--- src/rtl/dcm_lock_sequencer.sv ---
`default_nettype none
// ============================================================================
// Module : dcm_lock_sequencer
// Brief  : Pulses DCM reset, waits for both locks, checks they stay stable,
//          then releases the system reset; bounded retries on lock failures.
// Rev    : 1.0 - initial release
// ============================================================================
module dcm_lock_sequencer #(
  parameter int DCM_RST_CYCLES = 4,
  parameter int LOCK_TIMEOUT   = 1024,
  parameter int STABLE_CYCLES  = 128,
  parameter int MAX_RETRY      = 3
) (
  input  logic       CLK,
  input  logic       RST,
  input  logic       LOCKED1,
  input  logic       LOCKED2,
  output logic       DCM_RST,
  output logic       RST_X_O,
  output logic       FAIL,
  output logic [2:0] STATE,
  output logic [1:0] RETRY_CNT
);

  localparam logic [2:0] S_DRST   = 3'd0;
  localparam logic [2:0] S_WAIT   = 3'd1;
  localparam logic [2:0] S_STAB   = 3'd2;
  localparam logic [2:0] S_RUN    = 3'd3;
  localparam logic [2:0] S_FAILED = 3'd4;

  localparam int MAX_A = (DCM_RST_CYCLES > LOCK_TIMEOUT) ? DCM_RST_CYCLES : LOCK_TIMEOUT;
  localparam int MAX_P = (MAX_A > STABLE_CYCLES) ? MAX_A : STABLE_CYCLES;
  localparam int CNT_W = $clog2(MAX_P + 1);

  localparam logic [CNT_W-1:0] DRST_LAST = CNT_W'(DCM_RST_CYCLES - 1);
  localparam logic [CNT_W-1:0] WAIT_LAST = CNT_W'(LOCK_TIMEOUT - 1);
  localparam logic [CNT_W-1:0] STAB_LAST = CNT_W'(STABLE_CYCLES - 1);
  localparam logic [CNT_W-1:0] CNT_MAX   = '1;
  localparam logic [1:0]       RETRY_MAX = 2'(MAX_RETRY);

  logic [1:0]       sync1_q, sync2_q;
  logic             lock_ok;
  logic [2:0]       state_q, state_d;
  logic [CNT_W-1:0] cnt_q, cnt_d, cnt_inc;
  logic [1:0]       retry_q, retry_d;
  logic             fail_evt;
  logic             dcm_rst_q, dcm_rst_d;
  logic             rst_x_q, rst_x_d;
  logic             fail_q, fail_d;

  assign lock_ok = sync1_q[1] & sync2_q[1];
  assign cnt_inc = (cnt_q == CNT_MAX) ? cnt_q : cnt_q + 1'b1;

  // State register, synchronizers and registered outputs
  always_ff @(posedge CLK or posedge RST) begin
    if (RST) begin
      sync1_q   <= 2'b00;
      sync2_q   <= 2'b00;
      state_q   <= S_DRST;
      cnt_q     <= '0;
      retry_q   <= 2'd0;
      dcm_rst_q <= 1'b1;
      rst_x_q   <= 1'b0;
      fail_q    <= 1'b0;
    end else begin
      sync1_q   <= {sync1_q[0], LOCKED1};
      sync2_q   <= {sync2_q[0], LOCKED2};
      state_q   <= state_d;
      cnt_q     <= cnt_d;
      retry_q   <= retry_d;
      dcm_rst_q <= dcm_rst_d;
      rst_x_q   <= rst_x_d;
      fail_q    <= fail_d;
    end
  end

  always_comb begin
    state_d  = state_q;
    cnt_d    = cnt_inc;
    retry_d  = retry_q;
    fail_evt = 1'b0;
    case (state_q)
      S_DRST: begin
        if (cnt_q == DRST_LAST) begin
          state_d = S_WAIT;
          cnt_d   = '0;
        end
      end
      S_WAIT: begin
        if (lock_ok) begin
          state_d = S_STAB;
          cnt_d   = '0;
        end else if (cnt_q == WAIT_LAST) begin
          fail_evt = 1'b1;
        end
      end
      S_STAB: begin
        // Lock loss wins over completion on the final stability cycle
        if (!lock_ok) begin
          fail_evt = 1'b1;
        end else if (cnt_q == STAB_LAST) begin
          state_d = S_RUN;
          cnt_d   = '0;
        end
      end
      S_RUN: begin
        cnt_d = '0;
        if (!lock_ok) begin
          state_d = S_DRST;
          retry_d = 2'd0;
        end
      end
      S_FAILED: cnt_d = '0;
      default: begin
        state_d = S_DRST;
        cnt_d   = '0;
      end
    endcase
    if (fail_evt) begin
      cnt_d = '0;
      if (retry_q >= RETRY_MAX) begin
        state_d = S_FAILED;
      end else begin
        retry_d = retry_q + 2'd1;
        state_d = S_DRST;
      end
    end
  end

  // Outputs decoded from the next state so they are registered alongside it
  always_comb begin
    dcm_rst_d = 1'b0;
    rst_x_d   = 1'b0;
    fail_d    = 1'b0;
    case (state_d)
      S_DRST:   dcm_rst_d = 1'b1;
      S_RUN:    rst_x_d   = 1'b1;
      S_FAILED: begin
        dcm_rst_d = 1'b1;
        fail_d    = 1'b1;
      end
      default: ;
    endcase
  end

  assign DCM_RST   = dcm_rst_q;
  assign RST_X_O   = rst_x_q;
  assign FAIL      = fail_q;
  assign STATE     = state_q;
  assign RETRY_CNT = retry_q;

endmodule
`default_nettype wire

--- config.mk ---
export PLATFORM = sky130hd
export DESIGN_NAME = dcm_lock_sequencer
export DESIGN_NICKNAME = d
export VERILOG_FILES = /design/src/rtl/dcm_lock_sequencer.sv
export SDC_FILE = /design/constraint.sdc
export NUM_CORES = 1
export LEC_CHECK = 0
export ABC_CLOCK_PERIOD_IN_PS = 2300
export CAP_MARGIN = 20
export CORE_MARGIN = 2
export CORE_UTILIZATION = 42
export CTS_CLUSTER_DIAMETER = 60
export DETAILED_ROUTE_END_ITERATION = 8
export PLACE_DENSITY = 0.73
export REMOVE_ABC_BUFFERS = 1
export SYNTH_ARGS = -nofsm -noshare
export SYNTH_HDL_FRONTEND = slang
export SYNTH_SLANG_ARGS = --single-unit
--- constraint.sdc ---
create_clock -name CLK -period 2.3 [get_ports CLK]
set_clock_uncertainty 0.2 [all_clocks]
set_input_delay 0.46 -clock CLK [delete_from_list [all_inputs] [get_ports CLK]]
set_output_delay 0.46 -clock CLK [all_outputs]
set_load 0.1 [all_outputs]
# --- After elaboration in Yosys (flattened, before gate mapping) ---
# Cells that the tools add are included.
op_classes:
  n_addsub: 2
  magnitude_cmp: 1
  eq_ne: 10
  mux: 26
  bitwise: 1
  n_reduce_logical: 3
ops:
  columns: ["op", "count"]
  rows:
  - ["11-bit two-way mux", 6]
  - ["11-bit case mux with 3 select lines", 1]
  - ["3-bit two-way mux", 7]
  - ["3-bit case mux with 5 select lines", 1]
  - ["11-bit by 1-bit adder with 11-bit output (second input constant)", 1]
  - ["11-bit by 10-bit equality test with 1-bit output (second input constant)", 1]
  - ["11-bit equality test (second input constant)", 1]
  - ["11-bit by 2-bit equality test with 1-bit output (second input constant)", 1]
  - ["11-bit by 7-bit equality test with 1-bit output (second input constant)", 1]
  - ["3-bit by 2-bit equality test with 1-bit output (second input constant)", 3]
  - ["2-bit two-way mux", 4]
  - ["3-bit equality test (second input constant)", 2]
  - ["3-bit zero test", 2]
  - ["1-bit two-way mux", 6]
  - ["3-bit by 1-bit equality test with 1-bit output (second input constant)", 1]
  - ["2-bit by 1-bit adder with 2-bit output (second input constant)", 1]
  - ["2-bit >= comparator (second input constant)", 1]
  - ["1-bit case mux with 2 select lines", 1]
  - ["2-bit OR reduction", 1]
  - ["1-bit AND", 1]
totals:
  register_bits: 23
  input_bits: 4
  wordCells: 51

# --- Longest topological paths before layout ---
# Gate-level depths: netlist of the first run.
depth:
  word_depth: 8
  ltp_mapped: 6
  depth_no_buf: 5

# --- Least setup slack after synthesis of the first run ---
# OpenSTA, ideal clock, no wires.
synth_timing:
  kind: "register to register"
  start: "register state_q[0] (netlist: STATE[0])"
  end: "register retry_q[1] (netlist: RETRY_CNT[1])"
  arrival_ps: 2696
  t_required_ps: 1978
  slack_ps: -717
  path_stages_with_launch: 6
  period_less_slack_ps: 3017
  path_cell_list: "dfrtp_1 -> buf_2 -> or4b_1 -> or4_4 -> a211o_1 -> a32o_1"
synth_via:
  elab_chain_cells: 4
  elab_cells_between_ends: 7
synth_lines:
  columns: ["element", "line_no", "rtl"]
  rows:
  - ["start: declaration", "43", "logic [2:0] state_q, state_d;"]
  - ["start signal: assignment", "68", "state_q <= state_d;"]
  - ["3-bit by 2-bit equality test with 1-bit output", "82", "case (state_q)"]
  - ["2-bit two-way mux", "82", null]
  - ["2-bit two-way mux", "121", "if (retry_q >= RETRY_MAX) begin"]
  - ["2-bit two-way mux *", "119", "if (fail_evt) begin"]
  - ["net retry_d[1]", "45", "logic [1:0] retry_q, retry_d;"]
  - ["end signal: assignment", "70", "retry_q <= retry_d;"]
  - ["end: declaration", "45", null]
# Mark *: on every way through the listed nets, which the timed path passes. The rest lies on a longest branch.

# --- Worst setup path in the final report of the first run ---
layout_timing:
  start: "register state_q[2] (netlist: STATE[2])"
  end: "register retry_q[1] (netlist: RETRY_CNT[1])"
# Same word-level chain as after synthesis.

==> results.yml, run 1 <==
global_routing:
  grt.busiest_layer: "met2"
  antenna_found_initial: 0
  grt_use_met2: 0.262
  grt_use_met1: 0.212
  track_usage: 0.160
  grt_max_degree: 24
  grt_pass1_wl_um: 4000
  use_met3: 0.0302
  overflow: 0
  grt_pass1_vias: 868
routing:
  wl_per_cell_um: 14.4
  drcViolationCount: 0
  vias: 901
  drt_iter0_markers: 14
  drtAntennaViolNets: 0
  routed_wl_um: 2290
  viasPerCell: 5.67
  dr.pass1.iters: 4
pwr:
  power.switching_mw: 0.701
  power.density_nw_per_um2: 1110
  combPwrFrac: 0.513
  p_leak_nw: 0.609
  switching_share: 0.457
  p_clk_frac: 0.120
  power.total_mw: 1.53
  cell_internal_pwr_mw: 0.833
  ir_worst_vdd_mv: 0.778
  p_seq_frac: 0.368
clock_network:
  numClockSinks: 23
  tritoncts: "done"
  path_clk_slew_ps: 120
  h-tree-depth: 1
  cts_inserted_buffers: 3
  post-cts-setup-buffers: 0
  clk_latency_ps: 300
  cts.path.max_buffers: 2
  clock-root-buffer: "clkbuf_4"
outcome:
  run_status: "finished clean"
worst_setup_path:
  slowest_delay_ps: 520
  cp_max_fo: 2
  cp_data_arrival_time_ps: 2230
  path_cells: "or4b_1 > or4_4 > a211o_1 > a32o_1"
  crit_type: "reg -> reg"
  crit_path_top_delay_cell: "or4b_1"
  crit_required_ps: 2310
  critPathLaunchType: "register"
  worstSetupEndpointType: "register"
synth:
  synth_ff_type: "dfrtp_1"
  yosysWarningCount: 0
  seq_area_frac_synth: 0.512
  synth_top_area_share: 0.488
  ys_seq_elements: 23
  synthTopCellsByArea: "dfrtp_1, nor3_1, mux2i_1, nand2_1, dfstp_2"
  synth.cell_area_um2: 1130
  ys_types: 39
  synth_edf_count: 0
  avgSynthCellArea_um2: 10.3
  syn_inst: 109
  yosys.area.top_type: "dfrtp_1"
  ys_async_sr_fraction: 1.00
sta:
  fin_tns_setup_ps: 0
  min_period_ps: 2220
  slew_headroom: 0.678
  hold_violations: 0
  period_share: 0.967
  drv_slew: 0
  timing.fmax_mhz: 450
  tightestPinTransition_ps: 479
  setup_viol: 0
min_path:
  hp-class: "reg -> reg"
floorplanning:
  num_rows: 18
  die_x_um: 55.8
  die_h_um: 55.8
  core_um2: 2500
  initial_utilization: 0.451
  io-pin-count: 12
  die_area_um2: 3110
place:
  io_buffer_count: 11
  place.gp.congestion: 0.843
  dp_hpwl_um: 1690
final_layout:
  drive_above_1_share: 0.194
  mostFrequentLayoutCells: "dfrtp_1, buf_4, nor3_1, nand2_1, nor2_1"
  final_nets: 136
  diodes: 0
  final_common_cell: "dfrtp_1"
  syn2layout_area_growth_pct: 22.3
job:
  maxCapViolations: 0
[critical path, delay by kind of cell, from the launching register on]
family | cells | cell delay, ps
AND/OR/NAND/NOR | 2 | 960
AO/OA/AOI/OAI | 2 | 570
flip-flops | 1 | 400
[cell usage after synthesis (2+ instances only)]
cell type,count
dfrtp_1,22
clkbuf_1,2
nor3b_1,2
nor3_1,10
mux2i_1,4
a22o_1,2
ha_1,2
inv_1,3
nand4_1,4
o21ai_0,2
a211oi_1,3
and2_1,2
buf_2,2
nand3_1,5
nor2_1,6
nor4_1,3
nand2_1,8
a21oi_1,2
xnor2_1,3
and3_1,3
[metrics by stage]
| stage | setup slack [ps] | utilization | hold WS, ps | std cells | area, um2 |
|---|---|---|---|---|---|
| after floorplan | -593 | - | 131 | 104 | 1100 |
| final | 76.7 | 0.552 | 160 | 159 | 1380 |
| after global placement | 50.5 | 0.541 | 134 | 155 | 1350 |
| after CTS | 12.3 | 0.551 | 162 | 159 | 1380 |
| after global routing | -30.4 | 0.552 | 170 | 159 | 1380 |
| after detailed placement | 3.71 | 0.541 | 135 | 155 | 1350 |
[cell type report]
cell class | count | area, um2
clock buffers | 4 | 26.3
fillers | 228 | 1120
inverters | 3 | 11.3
multi-input cells | 78 | 512
flip-flops and latches | 23 | 577
well taps | 30 | 37.5
repair buffers | 21 | 215
[logic make-up (layout without fill, tap and decap cells)]
group                    after synthesis  in the layout  synth area share
AND/OR/NAND/NOR                       50             50             0.243
adder cells (fa/ha/maj)                2              2            0.0222
flip-flops                            23             23             0.512
XOR/XNOR                               4              4            0.0311
AO/OA/AOI/OAI                         18             18             0.121
buffers and inverters                  8             28            0.0355
multiplexers                           4              4            0.0355
[worst paths after layout]
check                           cells after the start  slack (ps)                endpoint            startpoint
worst min-delay path                                0         160    sync2_q[1]$_DFF_PP0_  sync2_q[0]$_DFF_PP0_
min in group asynchronous                           3         280    sync2_q[1]$_DFF_PP0_                   RST
max in group asynchronous                           3        1350       DCM_RST$_DFF_PP1_                   RST
worst min register to register                      0         160    sync2_q[1]$_DFF_PP0_  sync2_q[0]$_DFF_PP0_
worst max register to register                      4          80  RETRY_CNT[1]$_DFF_PP0_    STATE[2]$_DFF_PP0_
worst max-delay path                                4          80  RETRY_CNT[1]$_DFF_PP0_    STATE[2]$_DFF_PP0_
[state kept, by name, summed over array words and instances (netlist names)]
name,flops
DCM_RST,1
RETRY_CNT,2
RST_X_O,1
sync1_q,2
cnt_q,11
STATE,3
FAIL,1
sync2_q,2
[layer usage]
| metal | part of all wire | up-vias |
|---|---|---|
| li1 | - | 450 |
| met1 | 0.48 | 432 |
| met2 | 0.47 | 17 |
| met3 | 0.042 | 2 |
| met4 | 0.0061 | 0 |
| met5 | 0 | - |
[power by group through the flow]
stage | clock network [mW] | logic [mW] | registers [mW]
finish | 0.183 | 0.786 | 0.564
global placement | 0 | 0.760 | 0.566
detailed placement | 0 | 0.778 | 0.573
floorplan | 0 | 0.232 | 0.860
global route | 0.213 | 0.838 | 0.578
CTS | 0.190 | 0.782 | 0.565
[what timing repair did]
item,in CTS,in global routing
endpoints found under the hold margin,0,0
pin swaps,1,4
resized for setup,0,1
setup endpoints to repair,1,2
hold buffers,0,0
No activity file was read; power rests on OpenSTA's default activity.
==> inputs of run 2 (changes only) <==
--- a/config.mk
+++ b/config.mk
@@ -12,6 +12,7 @@
 export CTS_CLUSTER_DIAMETER = 60
 export DETAILED_ROUTE_END_ITERATION = 8
 export PLACE_DENSITY = 0.73
+export RECOVER_POWER = 50
 export REMOVE_ABC_BUFFERS = 1
 export SYNTH_ARGS = -nofsm -noshare
 export SYNTH_HDL_FRONTEND = slang
==> run 2 against run 1 <==
Global-route usage unchanged. Design area down 0.27%. Fmax unchanged. Die area unchanged. Utilization down 0.15 points. Non-clock buffer count unchanged. Critical path type unchanged. Combinational power about the same. Largest power group unchanged. Power down 0.12%. Critical path depth unchanged. Hold slack unchanged. Count of clock-buffer cells in the layout unchanged.
==> results.yml, run 2 (synthesis gave the netlist of run 1 again) <==
sta:
  slew_headroom: 0.184
  min_period_ps: 2220
  fin_tns_setup_ps: 0
  drv_slew: 0
  setup_viol: 0
  timing.fmax_mhz: 450
  setup_slack_ps: 76.7
  hold_violations: 0
  tightestPinTransition_ps: 1220
  period_share: 0.967
pwr:
  power.density_nw_per_um2: 1110
  p_leak_nw: 0.606
  power.total_mw: 1.53
  ir_worst_vdd_mv: 0.777
clock_network:
  post-cts-setup-buffers: 0
  path_clk_slew_ps: 120
  tritoncts: "done"
  h-tree-depth: 1
  clk_latency_ps: 300
  cts.path.max_buffers: 2
  clock-root-buffer: "clkbuf_4"
  cts_inserted_buffers: 3
  numClockSinks: 23
floorplanning:
  initial_utilization: 0.451
  die_x_um: 55.8
  die_h_um: 55.8
  num_rows: 18
  core_um2: 2500
  io-pin-count: 12
  die_area_um2: 3110
worst_setup_path:
  cp_data_arrival_time_ps: 2230
  crit_required_ps: 2310
  slowest_delay_ps: 520
  cp_top_family: "simple AND/OR/NAND/NOR gates"
  cp_max_fo: 2
  crit_type: "reg -> reg"
  critPathLaunchType: "register"
  path_cells: "or4b_1 > or4_4 > a211o_1 > a32o_1"
  crit_buf_inv: 0
  worstSetupEndpointType: "register"
  crit_path_top_delay_cell: "or4b_1"
place:
  dp_cells: 155
  io_buffer_count: 11
  place_ws_ps: 3.71
  dp_hpwl_um: 1690
  place.gp.congestion: 0.843
final_layout:
  final_common_cell: "dfrtp_1"
  mostFrequentLayoutCells: "dfrtp_1, buf_4, nor3_1, nand2_1, nor2_1"
  final_nets: 136
  stdcell_count: 159
  drive_above_1_share: 0.186
  diodes: 0
  top_register: "cnt_q"
  syn2layout_area_growth_pct: 22.0
  largest_register_ffs: 11
  fillers: 230
routing:
  drt_iter0_markers: 14
  wl_per_cell_um: 14.4
  viasPerCell: 5.67
  routed_wl_um: 2290
  drcViolationCount: 0
  vias: 901
  drtAntennaViolNets: 0
  dr.pass1.iters: 4
global_routing:
  overflow: 0
  grt_max_degree: 24
  grt_pass1_wl_um: 4000
  antenna_found_initial: 0
  track_usage: 0.160
  grt_pass1_vias: 868
min_path:
  hp-class: "reg -> reg"
job:
  maxCapViolations: 0
outcome:
  run_status: "finished clean"
-- run 2: changes by cell type in the layout (fill, tap and decap cells not counted), sizes merged --
cell           previous run  this run
clkdlybuf4s50             3         0
clkbuf                    4         5
dlygate4sd3               0         3
buf                      18        17
-- run 2: routing by layer --
layer	share of wire	vias up	track usage
li1	-	450	-
met5	0	-	0
met1	0.48	432	0.212
met3	0.042	2	0.0302
met2	0.47	17	0.262
met4	0.0061	0	0.0544
-- run 2: path summary, 6_finish.rpt --
| kind | start | endpoint | slack, ps | cells past startpoint |
|---|---|---|---|---|
| max | STATE[2]$_DFF_PP0_ | RETRY_CNT[1]$_DFF_PP0_ | 80 | 4 |
| min | sync2_q[0]$_DFF_PP0_ | sync2_q[1]$_DFF_PP0_ | 160 | 0 |
| max reg2reg | STATE[2]$_DFF_PP0_ | RETRY_CNT[1]$_DFF_PP0_ | 80 | 4 |
| min reg2reg | sync2_q[0]$_DFF_PP0_ | sync2_q[1]$_DFF_PP0_ | 160 | 0 |
| max in group asynchronous | RST | STATE[1]$_DFF_PP0_ | 410 | 3 |
| min in group asynchronous | RST | sync2_q[1]$_DFF_PP0_ | 770 | 3 |
-- run 2: layout make-up --
class                      count  area, um2  area share
inverter                       3       11.3     0.00819
clock buffer                   4       26.3      0.0191
timing repair buffer          21        211       0.154
multi-input combinational     78        512       0.372
tap                           30       37.5      0.0273
sequential                    23        577       0.419
-- run 2: repair_timing --
item	4_1_cts	5_1_grt
pin swaps	1	4
gates resized for setup	0	1
endpoints found under the hold margin	0	0
cloned	0	0
endpoints found under the setup margin	1	2
hold buffers	0	0
-- run 2: metrics by stage --
step / cell area, um2 / utilization / hold WS [ps]
after global routing: 1380 / 0.550 / 170
after detailed placement: 1350 / 0.541 / 135
after floorplan: 1100 / - / 131
after CTS: 1380 / 0.551 / 162
after global placement: 1350 / 0.541 / 134
final: 1380 / 0.550 / 160
-- run 2: worst register-to-register path: cells and delay by family (launching register included) --
kind	cells	cell delay, ps
and+or+nand+nor	2	960
AOI/OAI and AO/OA	2	570
DFF	1	400
-- run 2: power by group --
part | switching [mW] | internal, mW
Sequential | 0.0736 | 0.491
Combinational | 0.512 | 0.273
Clock | 0.116 | 0.0677
==> inputs of run 3 (changes only) <==
--- a/config.mk
+++ b/config.mk
@@ -7,11 +7,14 @@
 export LEC_CHECK = 0
 export ABC_CLOCK_PERIOD_IN_PS = 2300
 export CAP_MARGIN = 20
+export CELL_PAD_IN_SITES_DETAIL_PLACEMENT = 0
+export CELL_PAD_IN_SITES_GLOBAL_PLACEMENT = 1
 export CORE_MARGIN = 2
-export CORE_UTILIZATION = 42
+export CORE_UTILIZATION = 38
 export CTS_CLUSTER_DIAMETER = 60
 export DETAILED_ROUTE_END_ITERATION = 8
-export PLACE_DENSITY = 0.73
+export MAX_ROUTING_LAYER = met4
+export PLACE_DENSITY = 0.8
 export RECOVER_POWER = 50
 export REMOVE_ABC_BUFFERS = 1
 export SYNTH_ARGS = -nofsm -noshare
==> constraint.sdc (replaced) <==
create_clock -name CLK -period 2.3 [get_ports CLK]
set_clock_uncertainty 0.2 [all_clocks]
set_input_delay 0.23 -clock CLK [delete_from_list [all_inputs] [get_ports CLK]]
set_output_delay 0.23 -clock CLK [all_outputs]
set_load 0.1 [all_outputs]
==> run 3 against run 2 <==
Non-clock buffer count increased by 1. Critical endpoint unchanged. Register-to-register slack got worse by 20 ps. Die area increased by 9.7%. Clock power about the same. Largest power group unchanged. Sequential power about the same. Count of clock-buffer cells in the layout shrank 1. First-iteration DRC count rose to 4.7 times the previous value.
==> results.yml, run 3 (synthesis gave the netlist of run 1 again) <==
final_layout:
  diodes: 0
  mostFrequentLayoutCells: "dfrtp_1, buf_4, nor3_1, nand2_1, nor2_1"
  final_nets: 137
  syn2layout_area_growth_pct: 18.3
  largest_register_ffs: 11
  final_common_cell: "dfrtp_1"
  drive_above_1_share: 0.200
  top_register: "cnt_q"
  final_area_um2: 1330
clock_network:
  cts.path.max_buffers: 2
  path_clk_slew_ps: 130
  numClockSinks: 23
  cts_inserted_buffers: 3
  tritoncts: "done"
  cts_resized: 0
  post-cts-setup-buffers: 0
  clk_latency_ps: 310
  h-tree-depth: 1
  clock-root-buffer: "clkbuf_4"
sta:
  timing.fmax_mhz: 445
  hold_violations: 0
  drv_slew: 0
  setup_slack_ps: 52.8
  rsz0062_at_grt: "false"
  min_period_ps: 2250
  slew_headroom: 0.555
  tightestPinTransition_ps: 667
  setup_viol: 0
  period_share: 0.977
place:
  placed_area_um2: 1310
  dp_hpwl_um: 1770
  place_ws_ps: 18.2
  io_buffer_count: 11
  place.gp.congestion: 0.786
floorplanning:
  die_h_um: 58.5
  io-pin-count: 12
  die_x_um: 58.5
  core_um2: 2780
  num_rows: 19
  die_area_um2: 3420
  initial_utilization: 0.405
worst_setup_path:
  cp_data_arrival_time_ps: 2240
  critPathLaunchType: "register"
  worstSetupEndpointType: "register"
  crit_required_ps: 2300
  crit_type: "reg -> reg"
  cp_max_fo: 2
global_routing:
  track_usage: 0.160
  grt_pass1_wl_um: 4100
  antenna_found_initial: 0
  overflow: 0
  grt_pass1_vias: 886
  grt_max_degree: 14
routing:
  drtAntennaViolNets: 0
  viasPerCell: 5.76
  drt_iter0_markers: 66
  vias: 928
  dr.pass1.iters: 4
  drcViolationCount: 0
  routed_wl_um: 2400
  wl_per_cell_um: 14.9
pwr:
  power.total_mw: 1.47
  ir_worst_vdd_mv: 0.740
  power.density_nw_per_um2: 1100
  p_leak_nw: 0.600
outcome:
  run_status: "finished clean"
job:
  maxCapViolations: 0
min_path:
  hp-class: "in -> async"
[run 3: changes by cell type in the layout (fill, tap and decap cells not counted), sizes merged]
cell    before  now
clkbuf       5    4
buf         17   18
clkinv       0    1
[run 3: final timing paths]
check                                     start                endpoint  cells after the start  slack [ps]
max in group asynchronous                   RST          FAIL$_DFF_PP0_                      3         810
hold / removal                              RST      STATE[1]$_DFF_PP0_                      2         140
hold reg to reg            sync2_q[0]$_DFF_PP0_    sync2_q[1]$_DFF_PP0_                      0         160
setup reg to reg             STATE[1]$_DFF_PP0_  RETRY_CNT[1]$_DFF_PP0_                      4          50
setup / recovery             STATE[1]$_DFF_PP0_  RETRY_CNT[1]$_DFF_PP0_                      4          50
min in group CLK           sync2_q[0]$_DFF_PP0_    sync2_q[1]$_DFF_PP0_                      0         160
[run 3: metrics by stage]
step	hold slack [ps]	utilization	instances	setup TNS, ps
finish	144	0.480	161	0
global route	184	0.480	161	0
CTS	12.6	0.481	161	0
detailed placement	138	0.471	157	0
global placement	135	0.471	157	0
floorplan	31.2	-	104	-9750
[run 3: layout make-up]
cell class	instances	area, um2
Multi-Input combinational cell	78	510
Timing Repair Buffer	22	169
Sequential cell	23	577
Inverter	3	11.3
Fill cell	260	1450
Clock inverter	1	5.00
Tap cell	31	38.8
Clock buffer	3	22.5
[run 3: power by group]
part	total (mW)	leakage [nW]	switching (mW)	internal, mW
Combinational	0.724	0.283	0.505	0.219
Sequential	0.561	0.299	0.0707	0.490
Clock	0.185	0.0177	0.120	0.0648
Total	1.47	0.600	0.695	0.773
[run 3: routing by layer]
metal | part of all wire | global-route usage | vias up
met5 | 0 | - | -
met4 | 0.0058 | 0.0498 | 0
met3 | 0.053 | 0.0264 | 2
met2 | 0.49 | 0.254 | 29
met1 | 0.45 | 0.211 | 449
li1 | - | - | 448
[run 3: what timing repair did]
item | CTS | global route
pin swaps | 1 | 2
hold buffers | 0 | 0
endpoints found under the setup margin | 1 | 1
[run 3: worst max-delay path, cell delays in order, from the launching register on]
cell     delay [ps]
dfrtp_1         400
or4b_1          520
or4_4           440
a211o_1         330
a32o_1          250
